**src/rtl/mem_arb_pkg.sv**
```systemverilog
// rtl/mem_arb_pkg.sv - shared types and constants for the two-port SRAM arbiter
package mem_arb_pkg;

  localparam int NREQ = 2;

  typedef enum logic {
    IDLE    = 1'b0,
    RD_WAIT = 1'b1
  } state_t;

endpackage

```
**src/rtl/rr_arb2.sv**
```systemverilog
// rtl/rr_arb2.sv - two-requester one-hot arbiter
// MEM_ARB_RR_EN selects round-robin; otherwise fixed priority with requester 0 first.
module rr_arb2
  import mem_arb_pkg::*;
(
  input  logic            clk,
  input  logic            rst,
  input  logic [NREQ-1:0] req,
  input  logic            accept,
  output logic [NREQ-1:0] grant
);

`ifdef MEM_ARB_RR_EN
  // Index of the most recent winner; reset to 1 so requester 0 wins first.
  logic last;

  always_ff @(posedge clk or posedge rst) begin
    if (rst) begin
      last <= 1'b1;
    end else if (accept) begin
      last <= grant[1];
    end
  end

  always_comb begin
    grant = '0;
    if (req == 2'b11) begin
      grant = last ? 2'b01 : 2'b10;
    end else begin
      grant = req;
    end
  end
`else
  logic unused_inputs;
  assign unused_inputs = ^{clk, rst, accept};

  always_comb begin
    grant = '0;
    if (req[0]) begin
      grant = 2'b01;
    end else if (req[1]) begin
      grant = 2'b10;
    end
  end
`endif

endmodule

```
**src/rtl/mem_arbiter.sv**
```systemverilog
// rtl/mem_arbiter.sv - arbitrates two requesters onto one registered-output SRAM
// Arbitration policy chosen by MEM_ARB_RR_EN (see rr_arb2).
module mem_arbiter
  import mem_arb_pkg::*;
#(
  parameter int AW = 8,
  parameter int DW = 8
) (
  input  logic                    memclk,
  input  logic                    rst,
  input  logic [NREQ-1:0]         req_valid,
  output logic [NREQ-1:0]         req_ready,
  input  logic [NREQ-1:0]         req_we,
  input  logic [NREQ-1:0][AW-1:0] req_addr,
  input  logic [NREQ-1:0][DW-1:0] req_wdata,
  output logic [NREQ-1:0]         rsp_valid,
  output logic [DW-1:0]           rsp_rdata,
  output logic                    mem_cs,
  output logic                    mem_wren,
  output logic                    mem_rden,
  output logic [AW-1:0]           mem_waddr,
  output logic [AW-1:0]           mem_raddr,
  output logic [DW-1:0]           mem_din,
  input  logic [DW-1:0]           mem_dout,
  output logic                    busy
);

  state_t          state;
  logic            owner;
  logic [NREQ-1:0] grant;
  logic            accept;
  logic            idx;
  logic            is_idle;

  rr_arb2 u_arb (
    .clk    (memclk),
    .rst    (rst),
    .req    (req_valid),
    .accept (accept),
    .grant  (grant)
  );

  // Gating with rst keeps req_ready low for the whole reset window.
  assign is_idle   = (state == IDLE) && !rst;
  assign req_ready = is_idle ? grant : '0;
  assign accept    = |(req_valid & req_ready);
  assign idx       = req_ready[1];
  assign busy      = (state == RD_WAIT);

  always_comb begin
    mem_cs    = 1'b0;
    mem_wren  = 1'b0;
    mem_rden  = 1'b0;
    mem_waddr = '0;
    mem_raddr = '0;
    mem_din   = '0;
    if (accept) begin
      mem_cs = 1'b1;
      if (req_we[idx]) begin
        mem_wren  = 1'b1;
        mem_waddr = req_addr[idx];
        mem_din   = req_wdata[idx];
      end else begin
        mem_rden  = 1'b1;
        mem_raddr = req_addr[idx];
      end
    end
  end

  // SRAM output is registered, so read data is valid exactly in RD_WAIT.
  always_comb begin
    rsp_valid = '0;
    rsp_rdata = '0;
    if (state == RD_WAIT) begin
      rsp_valid[owner] = 1'b1;
      rsp_rdata        = mem_dout;
    end
  end

  always_ff @(posedge memclk or posedge rst) begin
    if (rst) begin
      state <= IDLE;
      owner <= 1'b0;
    end else begin
      case (state)
        IDLE: begin
          if (accept && !req_we[idx]) begin
            state <= RD_WAIT;
            owner <= idx;
          end
        end
        default: state <= IDLE;
      endcase
    end
  end

endmodule
```
**config.mk**
```make
export PLATFORM = sky130hd
export DESIGN_NAME = mem_arbiter
export DESIGN_NICKNAME = d
export VERILOG_FILES = /design/src/rtl/mem_arb_pkg.sv /design/src/rtl/rr_arb2.sv /design/src/rtl/mem_arbiter.sv
export SDC_FILE = /design/constraint.sdc
export NUM_CORES = 1
export LEC_CHECK = 0
export CAP_MARGIN = 40
export CORE_MARGIN = 2
export CORE_UTILIZATION = 23
export DETAILED_ROUTE_END_ITERATION = 10
export PLACE_DENSITY = 0.93
export SYNTH_ARGS = -nofsm -noshare
export SYNTH_HDL_FRONTEND = slang
export SYNTH_SLANG_ARGS = --single-unit
```
**constraint.sdc**
```tcl
create_clock -name memclk -period 3.2 [get_ports memclk]
set_input_delay 0.32 -clock memclk [delete_from_list [all_inputs] [get_ports memclk]]
set_output_delay 0.32 -clock memclk [all_outputs]
set_load 0.02 [all_outputs]
```
# [Yosys cells after proc, flatten, opt, wreduce, memory -nomap -nowiden]
# Index checks and enable logic that the tools add are counted.
# W data, S select, Z words.
[totals] regBits=2 latch_bits=0 ramBits=0 rom_bits=0 input_bits=46 out_inout_bits=40 wordCells=40 memories=0
[op_classes] addsub=0 n_mul=0 n_div=0 n_lt_le_gt_ge=3 eq_ne=0 shifts=0 n_mux=26 bitwise=2 n_reduce_logical=7
[ops] operator="$mux W8" n=11
[ops] operator="$mux W1" n=10
[ops] operator="$mux W2" n=4
[ops] operator="$lt A1 B2 Y1 const B" n=2
[ops] operator="$logic_and A1 B1 Y1" n=3
[ops] operator="$and A2 B2 Y2" n=1
[ops] operator="$logic_not A1 Y1" n=2
[ops] operator="$reduce_and A2 Y1" n=1
[ops] operator="$reduce_or A2 Y1" n=1
[ops] operator="$demux W1 S1" n=1
[ops] operator="$ge A1 B1 Y1 const B" n=1
[ops] operator="$not A1 Y1" n=1

# [Depth between registers and ports, before layout]
[logic_depth] ltp_word=9 depth_mapped=6 ltp_nobuf=4

# [Hierarchy]
# Synthesis repeated with hierarchy kept, for this count alone.
[unflattened] hier_cells=77 area_unflattened_um2=549.3
[modules_own_cells] module="mem_arbiter" n_inst=1 cells_each=75 area_each_um2=528.0 seq_area_each_um2=50.0
[modules_own_cells] module="rr_arb2" n_inst=1 cells_each=2 area_each_um2=21.3 seq_area_each_um2=0.0

# [Worst setup path after synthesis]
# Ideal clock, no wire load.
[synth_timing] kind="register to output" startpoint="register state, in the netlist busy" endpoint="output port mem_din[0]" arrival_time_ns=1.772 required_time_ns=2.880 path_slack_ns=1.108 stages_incl_launch_ff=7 n_path_buf=2 path_cell_list="dfrtp_1 > or4b_1 > buf_6 > inv_12 > buf_12 > nand2_1 > a21oi_1"
[synth_between] elab_chain_len=7 word_cells_on_any_way=11 classes_between="mux (7); bitwise (2); reduce/logical (2)"
[synth_lines] item="from (decl)" line="mem_arbiter.sv:28" rtl="state_t state;"
[synth_lines] item="from (signal assigned)" line="mem_arbiter.sv:82" rtl="state <= IDLE;"
[synth_lines] item="from (signal assigned)" line="mem_arbiter.sv:88" rtl="state <= RD_WAIT;"
[synth_lines] item="from (signal assigned)" line="mem_arbiter.sv:92" rtl="default: state <= IDLE;"
[synth_lines] item="$not A1 Y1 (*)"
[synth_lines] item="$logic_and A1 B1 Y1 (*)" line="mem_arbiter.sv:44" rtl="assign is_idle = (state == IDLE) && !rst;"
[synth_lines] item="$mux W2 (*)" line="mem_arbiter.sv:45" rtl="assign req_ready = is_idle ? grant : '0;"
[synth_lines] item="named net req_ready[1]" line="mem_arbiter.sv:12" rtl="output logic [NREQ-1:0] req_ready,"
[synth_lines] item="$mux W8 (implied by the code) or $mux W1 (tied branches) (2 in a row)" line="mem_arbiter.sv:62, mem_arbiter.sv:59"
[synth_lines] item="$mux W8" line="mem_arbiter.sv:59" rtl="if (req_we[idx]) begin"
[synth_lines] item="$mux W8 (*)" line="mem_arbiter.sv:57" rtl="if (accept) begin"
[synth_lines] item="to (decl)" line="mem_arbiter.sv:23" rtl="output logic [DW-1:0] mem_din,"
# The timed path passes the listed nets; every way through them passes the cells marked *. The select of a mux whose other input is x is not followed.

# [Final worst setup path]
[layout_timing] startpoint="input port rst" endpoint="output port mem_raddr[2]"
[layout_between] elab_chain_len=7 word_cells_on_any_way=11 classes_between="mux (7); bitwise (1); reduce/logical (3)"
[layout_lines] item="from (decl)" line="mem_arbiter.sv:10" rtl="input logic rst,"
[layout_lines] item="$logic_not A1 Y1 (no line) (*)"
[layout_lines] item="$logic_and A1 B1 Y1 (*)" line="mem_arbiter.sv:44"
[layout_lines] item="$mux W2 (*)" line="mem_arbiter.sv:45"
[layout_lines] item="$mux W8 (implied by the code) or $mux W1 (tied branches) (2 in a row)" line="mem_arbiter.sv:65, mem_arbiter.sv:59"
[layout_lines] item="$mux W8" line="mem_arbiter.sv:59"
[layout_lines] item="$mux W8 (*)" line="mem_arbiter.sv:57"
[layout_lines] item="to (decl)" line="mem_arbiter.sv:22" rtl="output logic [AW-1:0] mem_raddr,"
# Every way passes the cells marked *; elsewhere a longest branch is shown, timed or not. The select of a mux whose other input is x is not followed.

==> flow_summary.ini <==
[die]
core_mm2 = 0.00217
rows = 17
io_pins = 86
fp.dieW_um = 51.3
fp.dieH_um = 51.3
start_util = 0.238
die_area_mm2 = 0.00264

[sta]
slew_violations = 0
worst_slew_pin_slew_ns = 0.503
hold_viol_final = 0
fin_crit_ns = 2.98
fin_tns_setup_ns = 0
fmax_ghz = 0.336
setup_viol = 0
rsz0062_at_grt = false
finalCritPeriodShare = 0.930
max-slew-margin-rel = 0.665
fin_skew_ns = 0.00547

[critical_path]
timing.critical_path.buf_inv = 3
path_cells = clkdlybuf4s50_1, or4b_1, inv_12, mux2i_1, nor2_1, clkdlybuf4s50_1
crit_path_frequent_cell = clkdlybuf4s50_1
cp_top_family = buffers and inverters
cp_slowest_stage_delay_ns = 0.79
crit_type = in -> out
rr_endpoint = busy
crit_fanout = 18
cp.depth = 6
worst_r2r_path_depth = 4
crit_arrival_ns = 2.66
crit_required_ns = 2.88
r2r_start = busy
slowest_stage = or4b_1
end_kind = primary output
worst-r2r-setup-slack_ns = 2.02
critical_path.startpoint_type = input port

[logic_synthesis]
avgSynthCellArea_um2 = 6.21
synth_cell_types = 22
synth_seq_cells = 2
syn-num-nets = 129
synth.yosys.seq_area_share = 0.0971
syn_area_um2 = 515
yosys_warnings = 0
synthCells = 83

[run_status]
status = completed

[route]
drt_iter0_drc = 8
drc_errors = 0
postRouteAntennaNets = 0
num_vias = 889
wl_per_cell_um = 12.6
wirelength_mm = 2.49
vias_per_cell = 4.49
firstDrtPassIters = 4

[place]
place_congestion = 0.654
dp_hpwl_mm = 2.11
portBuffers = 85

[grt]
grt-ovfl-total = 0
grt_max_degree = 19
antenna_found_initial = 0
grt_usage = 0.191
grt_pass1_wl_mm = 3.82
grt_pass1_vias = 855

[layout]
areaGrowthSynthToFinish_pct = 173
antenna_cells = 0
final_common_cell = clkdlybuf4s50_1
layout-drive-gt1-share = 0.0471
layout.nets = 218
mostFrequentLayoutCells = clkdlybuf4s50_1, nor2_1, nand2_1

[clocking]
clock_path_buffers = 2
cts.repair.resized = 0
hold_buffers = 0
cts_tree = built
cts.clk_slew.worst_paths_ns = 0.03
numCtsBuffers = 3
post-cts-setup-buffer-count = 0
clockRootBuffer = clkbuf_4
cts_max_level = 1
clk_latency_ns = 0.23
cts_sinks = 2

[power]
intPower_mw = 0.171
ir_worst_vdd_v = 0.000172
power_mw = 0.262
p_per_area_mw_per_mm2 = 187
leakage_nw = 0.562
swShare = 0.349
pwr-share-seq = 0.121
pwr-share-comb = 0.659
p_sw_mw = 0.0915
clock_power_share = 0.219

[run]
cap_violations = 0

[worst_hold_path]
hold_class = in -> async
==> synth_stat cells <==
library cell,count,area share
a31oi_1,1,0.012
buf_6,1,0.022
dfrtp_1,2,0.097
inv_12,1,0.032
a21oi_1,7,0.068
or2_1,1,0.012
o21ai_0,1,0.0097
buf_12,1,0.039
nand2_1,16,0.12
a21oi_2,1,0.017
clkbuf_1,1,0.0073
o21ai_1,2,0.019
nor2b_1,2,0.024
and2_1,11,0.13
nor3b_1,1,0.015
or4b_1,1,0.019
mux2i_1,8,0.16
and3b_1,1,0.017
buf_2,1,0.0097
inv_1,5,0.036
o31ai_1,1,0.015
nor2_1,17,0.12
==> how the worst max path moves through the flow <==
stage | from | to
after floorplan | busy | mem_din[0]
after global placement | rst | mem_raddr[2]
after detailed placement | rst | mem_raddr[2]
after CTS | rst | mem_raddr[2]
after global routing | busy | mem_waddr[5]
final | rst | mem_raddr[2]
==> flip-flops by register name (all words and copies together) (netlist names) <==
register	cells
owner	1
busy	1
==> logic make-up after synthesis <==
family	after synthesis	synth area share
flops	2	0.0971
mux	8	0.155
buf+inv	10	0.146
simple gates	50	0.461
compound gates	13	0.141
==> power groups by stage <==
stage	clock network, mW	logic [mW]	registers [mW]
6_report	0.0576	0.173	0.0319
3_5_place_dp	0	0.174	0.0321
4_1_cts	0.0612	0.175	0.0320
5_1_grt	0.0605	0.186	0.0330
2_1_floorplan	0	0.0695	0.0310
3_3_place_gp	0	0.169	0.0316
==> final cells by class <==
class                           instances  area [µm²]
Timing Repair Buffer                   88         873
Fill cell                             194         763
Multi-Input combinational cell         71         390
Sequential cell                         2        50.0
Inverter                                6        35.0
Tap cell                               28        35.0
Clock buffer                            3        22.5
==> per-layer routing <==
| layer | track usage | up-vias | wire length (µm) |
|---|---|---|---|
| met4 | 0.0789 | 0 | 16 |
| met2 | 0.392 | 47 | 1390 |
| li1 | - | 443 | - |
| met3 | 0.0292 | 2 | 223 |
| met1 | 0.185 | 397 | 861 |
| met5 | 0 | - | 0 |
==> per-stage QoR <==
stage / area (µm²) / setup WS [ns] / util / hold slack (ns) / cells
after floorplan: 515 / 1.11 / - / 0.0612 / 83
after global placement: 1380 / 0.299 / 0.638 / 0.563 / 195
after detailed placement: 1380 / 0.212 / 0.638 / 0.585 / 195
after CTS: 1410 / 0.207 / 0.648 / 0.347 / 198
after global routing: 1410 / 0.0769 / 0.648 / 0.384 / 198
final: 1410 / 0.224 / 0.648 / 0.354 / 198
==> worst reg2reg max path, stage by stage (launching register included) <==
cell and delay, ns:
dfrtp_1 0.49, nor2_1 0.27, o21ai_1 0.11, buf_4 0.19, inv_1 0.06
Note: power is estimated with default switching activity, not from simulation.
